--- config.mk ---
export PLATFORM = sky130hd
export DESIGN_NAME = uart_tx_arbiter_flat
export DESIGN_NICKNAME = d
export VERILOG_FILES = /design/src/rtl/uart_tx_arbiter_pkg.sv /design/src/rtl/uart_tx_arbiter_if.sv /design/src/rtl/uart_tx_arbiter_rr_pick.sv /design/src/rtl/uart_tx_arbiter.sv /design/src/flat_wrapper.sv
export SDC_FILE = /design/constraint.sdc
export NUM_CORES = 1
export LEC_CHECK = 0
export CORE_ASPECT_RATIO = 1.5
export CORE_MARGIN = 2
export CORE_UTILIZATION = 60
export DETAILED_ROUTE_END_ITERATION = 6
export DONT_BUFFER_PORTS = 1
export PLACE_DENSITY = 0.76
export SYNTH_ARGS = -nofsm -noshare
export SYNTH_HDL_FRONTEND = slang
export SYNTH_SLANG_ARGS = --single-unit
--- constraint.sdc ---
create_clock -name clk -period 3.27 [get_ports clk]
set_clock_uncertainty 0.1 [all_clocks]
set_input_delay 0.1635 -clock clk [delete_from_list [all_inputs] [get_ports clk]]
set_output_delay 0.1635 -clock clk [all_outputs]
set_load 0.1 [all_outputs]
--- src/rtl/uart_tx_arbiter_pkg.sv ---
// uart_tx_arbiter_pkg
// Shared definitions for the UART transmit arbiter: FSM state encoding,
// default sizing constants and a small index-width helper.
// No ports (package).
package uart_tx_arbiter_pkg;

  typedef enum logic [1:0] {
    IDLE    = 2'd0,
    SEND    = 2'd1,
    WAIT_HI = 2'd2,
    WAIT_LO = 2'd3
  } arb_state_t;

  localparam int DEFAULT_NREQ        = 4;
  localparam int DEFAULT_TIMEOUT_CYC = 26042;

  // Cycles WAIT_HI tolerates before giving up on seeing tx_busy rise.
  localparam int WAIT_HI_CYC = 4;

  // Width of a requester index; never below one bit.
  function automatic int idx_width(input int n);
    return (n <= 2) ? 1 : $clog2(n);
  endfunction

endpackage

--- src/rtl/uart_tx_arbiter_if.sv ---
// uart_tx_arbiter_if
// Bundles the requester handshake and the UART transmitter handshake.
//   req_valid/req_data/req_last : per-requester byte offer (8 bits per requester)
//   req_ready                   : one-hot byte-accepted strobe
//   grant                       : one-hot current owner
//   tx_data/tx_start            : byte and launch pulse to the UART transmitter
//   tx_busy                     : UART transmitter is shifting a frame
//   timeout_err                 : owner stalled mid-packet
// Modports: master = requesters + UART side, slave = arbiter.
interface uart_tx_arbiter_if
  import uart_tx_arbiter_pkg::*;
#(
  parameter int NREQ = DEFAULT_NREQ
);

  logic [NREQ-1:0]   req_valid;
  logic [8*NREQ-1:0] req_data;
  logic [NREQ-1:0]   req_last;
  logic [NREQ-1:0]   req_ready;
  logic [NREQ-1:0]   grant;
  logic [7:0]        tx_data;
  logic              tx_start;
  logic              tx_busy;
  logic              timeout_err;

  modport master (
    output req_valid, req_data, req_last, tx_busy,
    input  req_ready, grant, tx_data, tx_start, timeout_err
  );

  modport slave (
    input  req_valid, req_data, req_last, tx_busy,
    output req_ready, grant, tx_data, tx_start, timeout_err
  );

endinterface

--- src/rtl/uart_tx_arbiter_rr_pick.sv ---
// rr_pick
// Combinational round-robin selector: returns the first requester at or
// after ptr (wrapping cyclically) whose request bit is set.
//   req  : request vector
//   ptr  : starting index (0..NREQ-1)
//   pick : one-hot winner, all-zero when no request
//   idx  : index of the winner (0 when no request)
module rr_pick
  import uart_tx_arbiter_pkg::*;
#(
  parameter int NREQ = DEFAULT_NREQ,
  parameter int IW   = idx_width(NREQ)
) (
  input  logic [NREQ-1:0] req,
  input  logic [IW-1:0]   ptr,
  output logic [NREQ-1:0] pick,
  output logic [IW-1:0]   idx
);

  // Scan offsets from the farthest to the nearest so the requester closest
  // to ptr is the last one written and therefore wins.
  always_comb begin
    pick = '0;
    idx  = '0;
    for (int k = NREQ - 1; k >= 0; k--) begin
      for (int j = 0; j < NREQ; j++) begin
        if (req[j] && (j == ((int'(ptr) + k) % NREQ))) begin
          pick    = '0;
          pick[j] = 1'b1;
          idx     = IW'(j);
        end
      end
    end
  end

endmodule

--- src/rtl/uart_tx_arbiter.sv ---
// uart_tx_arbiter
// Shares one UART transmitter between NREQ packet sources. A requester is
// granted for a whole packet (until its req_last byte has been shifted out)
// or until it stalls for TIMEOUT_CYC cycles; owners rotate round-robin.
//   clk   : system clock, rising edge
//   reset : asynchronous, active-high
//   bus   : uart_tx_arbiter_if.slave (requester and UART handshakes)
module uart_tx_arbiter
  import uart_tx_arbiter_pkg::*;
#(
  parameter int NREQ        = DEFAULT_NREQ,
  parameter int TIMEOUT_CYC = DEFAULT_TIMEOUT_CYC
) (
  input  logic              clk,
  input  logic              reset,
  uart_tx_arbiter_if.slave  bus
);

  localparam int IW = idx_width(NREQ);
  localparam int CW = $clog2(TIMEOUT_CYC + 1);
  localparam int WW = 3;

  arb_state_t      state, state_nxt;
  logic [IW-1:0]   owner, owner_nxt;
  logic [NREQ-1:0] grant_r, grant_nxt;
  logic [IW-1:0]   rr_ptr, rr_ptr_nxt;
  logic [7:0]      tx_data_r, tx_data_nxt;
  logic            tx_start_r, tx_start_nxt;
  logic            last_flag, last_flag_nxt;
  logic [CW-1:0]   stall_cnt, stall_cnt_nxt;
  logic [WW-1:0]   wait_cnt, wait_cnt_nxt;
  logic            timeout_r, timeout_nxt;
  logic [NREQ-1:0] ready_c;

  logic [NREQ-1:0] pick_vec;
  logic [IW-1:0]   pick_idx;

  logic            owner_valid;
  logic            owner_last;
  logic [7:0]      owner_byte;
  logic [IW-1:0]   owner_inc;

  rr_pick #(
    .NREQ (NREQ),
    .IW   (IW)
  ) u_rr_pick (
    .req  (bus.req_valid),
    .ptr  (rr_ptr),
    .pick (pick_vec),
    .idx  (pick_idx)
  );

  // Mux out the current owner's offer and the pointer value that skips it.
  always_comb begin
    owner_valid = 1'b0;
    owner_last  = 1'b0;
    owner_byte  = 8'h00;
    for (int i = 0; i < NREQ; i++) begin
      if (owner == IW'(i)) begin
        owner_valid = bus.req_valid[i];
        owner_last  = bus.req_last[i];
        owner_byte  = bus.req_data[8*i +: 8];
      end
    end
    owner_inc = (owner == IW'(NREQ - 1)) ? '0 : owner + 1'b1;
  end

  // Next-state and output logic. The stall counter only advances while the
  // transmitter is free and the owner has nothing to offer, so a long frame
  // never counts against the owner.
  always_comb begin
    state_nxt     = state;
    owner_nxt     = owner;
    grant_nxt     = grant_r;
    rr_ptr_nxt    = rr_ptr;
    tx_data_nxt   = tx_data_r;
    tx_start_nxt  = 1'b0;
    last_flag_nxt = last_flag;
    stall_cnt_nxt = stall_cnt;
    wait_cnt_nxt  = wait_cnt;
    timeout_nxt   = 1'b0;
    ready_c       = '0;

    case (state)
      IDLE: begin
        if (|bus.req_valid) begin
          owner_nxt     = pick_idx;
          grant_nxt     = pick_vec;
          stall_cnt_nxt = '0;
          state_nxt     = SEND;
        end
      end

      SEND: begin
        if (bus.tx_busy) begin
          state_nxt = SEND;
        end else if (owner_valid) begin
          ready_c       = grant_r;
          tx_data_nxt   = owner_byte;
          tx_start_nxt  = 1'b1;
          last_flag_nxt = owner_last;
          stall_cnt_nxt = '0;
          wait_cnt_nxt  = '0;
          state_nxt     = WAIT_HI;
        end else if (stall_cnt == CW'(TIMEOUT_CYC - 1)) begin
          timeout_nxt   = 1'b1;
          grant_nxt     = '0;
          rr_ptr_nxt    = owner_inc;
          stall_cnt_nxt = '0;
          last_flag_nxt = 1'b0;
          state_nxt     = IDLE;
        end else begin
          stall_cnt_nxt = stall_cnt + 1'b1;
        end
      end

      // Give the transmitter a few cycles to report busy; if it never does,
      // fall through so the arbiter cannot hang on a silent UART.
      WAIT_HI: begin
        if (bus.tx_busy || (wait_cnt == WW'(WAIT_HI_CYC - 1))) begin
          state_nxt = WAIT_LO;
        end else begin
          wait_cnt_nxt = wait_cnt + 1'b1;
        end
      end

      WAIT_LO: begin
        if (!bus.tx_busy) begin
          if (last_flag) begin
            grant_nxt     = '0;
            rr_ptr_nxt    = owner_inc;
            last_flag_nxt = 1'b0;
            state_nxt     = IDLE;
          end else begin
            stall_cnt_nxt = '0;
            state_nxt     = SEND;
          end
        end
      end

      default: begin
        state_nxt = IDLE;
      end
    endcase
  end

  always_ff @(posedge clk or posedge reset) begin
    if (reset) begin
      state      <= IDLE;
      owner      <= '0;
      grant_r    <= '0;
      rr_ptr     <= '0;
      tx_data_r  <= 8'h00;
      tx_start_r <= 1'b0;
      last_flag  <= 1'b0;
      stall_cnt  <= '0;
      wait_cnt   <= '0;
      timeout_r  <= 1'b0;
    end else begin
      state      <= state_nxt;
      owner      <= owner_nxt;
      grant_r    <= grant_nxt;
      rr_ptr     <= rr_ptr_nxt;
      tx_data_r  <= tx_data_nxt;
      tx_start_r <= tx_start_nxt;
      last_flag  <= last_flag_nxt;
      stall_cnt  <= stall_cnt_nxt;
      wait_cnt   <= wait_cnt_nxt;
      timeout_r  <= timeout_nxt;
    end
  end

  assign bus.req_ready   = ready_c;
  assign bus.grant       = grant_r;
  assign bus.tx_data     = tx_data_r;
  assign bus.tx_start    = tx_start_r;
  assign bus.timeout_err = timeout_r;

endmodule

--- src/flat_wrapper.sv ---
// flat-port wrapper written by rule: the top's interface ports become plain ports
module uart_tx_arbiter_flat import uart_tx_arbiter_pkg::*;
#(
  parameter int NREQ        = DEFAULT_NREQ,
  parameter int TIMEOUT_CYC = DEFAULT_TIMEOUT_CYC
)
  (clk, reset, bus_req_valid, bus_req_data, bus_req_last, bus_tx_busy, bus_req_ready, bus_grant, bus_tx_data, bus_tx_start, bus_timeout_err);
  uart_tx_arbiter_if #(.NREQ(NREQ)) bus_i ();
  input  logic clk;
  input  logic reset;
  input wire logic [$bits(bus_i.req_valid)-1:0] bus_req_valid;
  input wire logic [$bits(bus_i.req_data)-1:0] bus_req_data;
  input wire logic [$bits(bus_i.req_last)-1:0] bus_req_last;
  input wire logic [$bits(bus_i.tx_busy)-1:0] bus_tx_busy;
  output wire logic [$bits(bus_i.req_ready)-1:0] bus_req_ready;
  output wire logic [$bits(bus_i.grant)-1:0] bus_grant;
  output wire logic [$bits(bus_i.tx_data)-1:0] bus_tx_data;
  output wire logic [$bits(bus_i.tx_start)-1:0] bus_tx_start;
  output wire logic [$bits(bus_i.timeout_err)-1:0] bus_timeout_err;
  assign bus_i.req_valid = bus_req_valid;
  assign bus_i.req_data = bus_req_data;
  assign bus_i.req_last = bus_req_last;
  assign bus_i.tx_busy = bus_tx_busy;
  assign bus_req_ready = bus_i.req_ready;
  assign bus_grant = bus_i.grant;
  assign bus_tx_data = bus_i.tx_data;
  assign bus_tx_start = bus_i.tx_start;
  assign bus_timeout_err = bus_i.timeout_err;
  uart_tx_arbiter #(.NREQ(NREQ), .TIMEOUT_CYC(TIMEOUT_CYC)) u_core (.clk(clk), .reset(reset), .bus(bus_i));
endmodule
==> results.ini <==
[finish]
drive_gt1_share_pct = 12.5
multi_input_area_sq_mm = 0.00139
final_nets = 345
area_growth_pct = 12.0
final_common_cell = dfrtp_1
register_area_sq_um = 976
fillers = 331
diodes = 0
mostFrequentLayoutCells = dfrtp_1 (39), nand2_1 (32), a21oi_1 (25)
layoutNonFillerInstCount = 340

[worst_setup_path]
rr_worst_depth = 7
cp_slowest_stage_delay_ns = 0.45
critPathTopFamily = simple AND/OR/NAND/NOR gates
crit_slowest_cell = nor3_2
path_cells = inv_1 -> ha_1 -> a211oi_1 -> a211o_1 -> nor3_2 -> and2_1 -> buf_12
worstSetupPathType = reg2out
timing.rr.end = u_core.stall_cnt[13]
crit_buf_inv = 2
crit_path_end_kind = output pin
r2r_start = u_core.owner[1]
critPathMaxFanout = 13
cp.arrival_ns = 2.66
crit_path_start_kind = register
required_ns = 3.01
r2r_slack_ns = 0.53

[timing]
timing.fmax_ghz = 0.342
slew_headroom_pct = 38.9
rsz0062_at_grt = no
fin_crit_sh_pct = 89.3
maxSlewViolCount = 0
hold_viol_final = 0
tightest_slew_ns = 0.916
finalSetupViolCount = 0
setup_tns_ns = 0
layout_setup_ws_ns = 0.350
fin_crit_ns = 2.92

[clock_tree]
cts_tree = done
path_clk_slew_ns = 0.07
cts.htree.levels = 2
clkLatencyLatePin_ns = 0.29
cts_made_buffers = 5
cts.sinks = 39
clockBufferDepth = 2
root_buffer = clkbuf_8

[placed_design]
place_congestion = 0.855
dp.cells = 323
place_hpwl_mm = 3.95
place_ws_ns = 0.324
numPortBuffers = 0

[hold_path]
hold_end = u_core.bus.tx_data[0]
whs_path_depth = 2
min_from = bus_req_data[24]
hold_class = in2reg

[power]
power.total_w = 0.00275
peakVddDrop_mv = 0.650
powerDensity_mw_per_mm2 = 989
leakagePower_nw = 1.15

[run]
drv_cap = 0

[synth]
async_reset_ff_share_pct = 100
yosysWarnings = 0
synth_edf_count = 0
synth-main-ff-cell = dfrtp_1
syn_nets = 334
yosysSeqAreaShare_pct = 39.3
syn_area_per_cell_sq_um = 8.77
ys_types = 49
syn_area_sq_mm = 0.00248
ys_seq_elements = 39
netlist_instances = 283

[routing]
firstDrtPassIters = 4
num_vias = 2160
drt_iter0_markers = 104
wire_per_inst_um = 16.6
avgViaCountPerCell = 6.35
drtAntennaViolNets = 0
finalWirelength_mm = 5.64
drc = 0

[floorplanning]
dieHeight_um = 82.8
die-area_sq_mm = 0.00468
io_pins = 61
die_w_um = 56.5
core_sq_mm = 0.00396
rows = 28
start_util_pct = 62.7

[global_routing]
track_usage_pct = 24.7
grt_pass1_wl_mm = 9.08
first_global_vias = 2027
antenna_found_initial = 0
grt-ovfl-total = 0
grt_start_max_net_pins = 40

[status]
status = finished, final reports clean

cell usage after synthesis (4+ instances only):
cell type	count	area share (%)
nor3_1	10	2.0
a21o_1	4	1.2
nand4_1	5	1.3
o311ai_2	8	5.2
ha_1	8	4.0
inv_1	12	1.8
or3_1	4	1.0
nor2_1	17	2.6
a221oi_1	8	2.8
o21ai_0	14	2.8
nand2_1	32	4.8
nor2b_1	13	3.3
a21oi_1	25	5.0
and2_1	4	1.0
nand2b_1	5	1.3
clkbuf_1	11	1.7
o22ai_1	5	1.3
dfrtp_1	39	39
nand3_1	16	3.2
worst reg2reg max path: cells and delay by family, from the launching register on:
kind	cells	cell delay, ns
buf+inv	1	0.08
simple gates	2	1.01
flops	1	0.41
fa+ha+maj	1	0.33
compound gates	3	0.75
where the power goes:
part           switching [W]  internal (W)
Sequential          0.000557      0.000620
Clock               0.000166      0.000146
Combinational       0.000823      0.000440
Total                0.00155       0.00121
layout make-up:
cell class / count / share of cell area, %
clock inverters: 3 / 0.540
well taps: 45 / 2.02
inverters: 12 / 1.62
multi-input cells: 215 / 50.0
clock buffers: 5 / 2.47
flip-flops and latches: 39 / 35.1
repair buffers: 21 / 8.28
per-stage QoR:
step / util, % / instance area (sq um) / hold WS, ns
2_1_floorplan: - / 2480 / 0.136
3_3_place_gp: 65.7 / 2600 / 0.104
3_5_place_dp: 65.7 / 2600 / 0.105
4_1_cts: 70.1 / 2780 / 0.00705
5_1_grt: 70.3 / 2780 / 0.0166
6_report: 70.3 / 2780 / 0.00849
kinds of logic (layout without fill, tap and decap cells):
group                    Yosys count  after routing  synth area share, %
multiplexers                       3              3                 1.31
flip-flops                        39             39                 39.3
buffers and inverters             29             41                 4.89
adder cells (fa/ha/maj)            8              8                 4.03
AND/OR/NAND/NOR                  122            122                 25.6
AO/OA/AOI/OAI                     82             82                 24.8
what timing repair did:
item / in CTS / in global routing
setup buffers: 0 / 0
endpoints found under the hold margin: 51 / 0
setup endpoints to repair: 0 / 5
gates resized for setup: 0 / 1
hold buffers: 9 / 0
sequential cells by signal (all words and copies together) (netlist names), named ones only:
register	cells
u_core.bus.grant	4
u_core.bus.timeout_err	1
u_core.bus.tx_data	8
u_core.bus.tx_start	1
u_core.last_flag	1
u_core.owner	2
u_core.rr_ptr	2
u_core.stall_cnt	15
u_core.state	1
u_core.wait_cnt	3
layer usage:
| metal | wire length, um | up-vias | track usage [%] |
|---|---|---|---|
| met5 | 0 | - | 0 |
| met4 | 130 | 0 | 11.4 |
| met3 | 287 | 12 | 4.96 |
| met2 | 2880 | 67 | 44.0 |
| met1 | 2340 | 1020 | 28.4 |
| li1 | - | 1061 | - |
worst max path at each step:
stage | to | startpoint | depth (start not counted) | slack [ns]
floorplan | bus_req_ready[2] | u_core.owner[0] | 8 | 0.48
global placement | u_core.stall_cnt[8] | u_core.owner[0] | 6 | 0.46
detailed placement | u_core.stall_cnt[9] | u_core.owner[1] | 7 | 0.32
CTS | u_core.stall_cnt[9] | u_core.owner[1] | 7 | 0.32
global route | bus_req_ready[1] | u_core.owner[1] | 7 | 0.20
finish | bus_req_ready[0] | u_core.owner[1] | 7 | 0.35
Note: power is estimated with default switching activity, not from simulation.
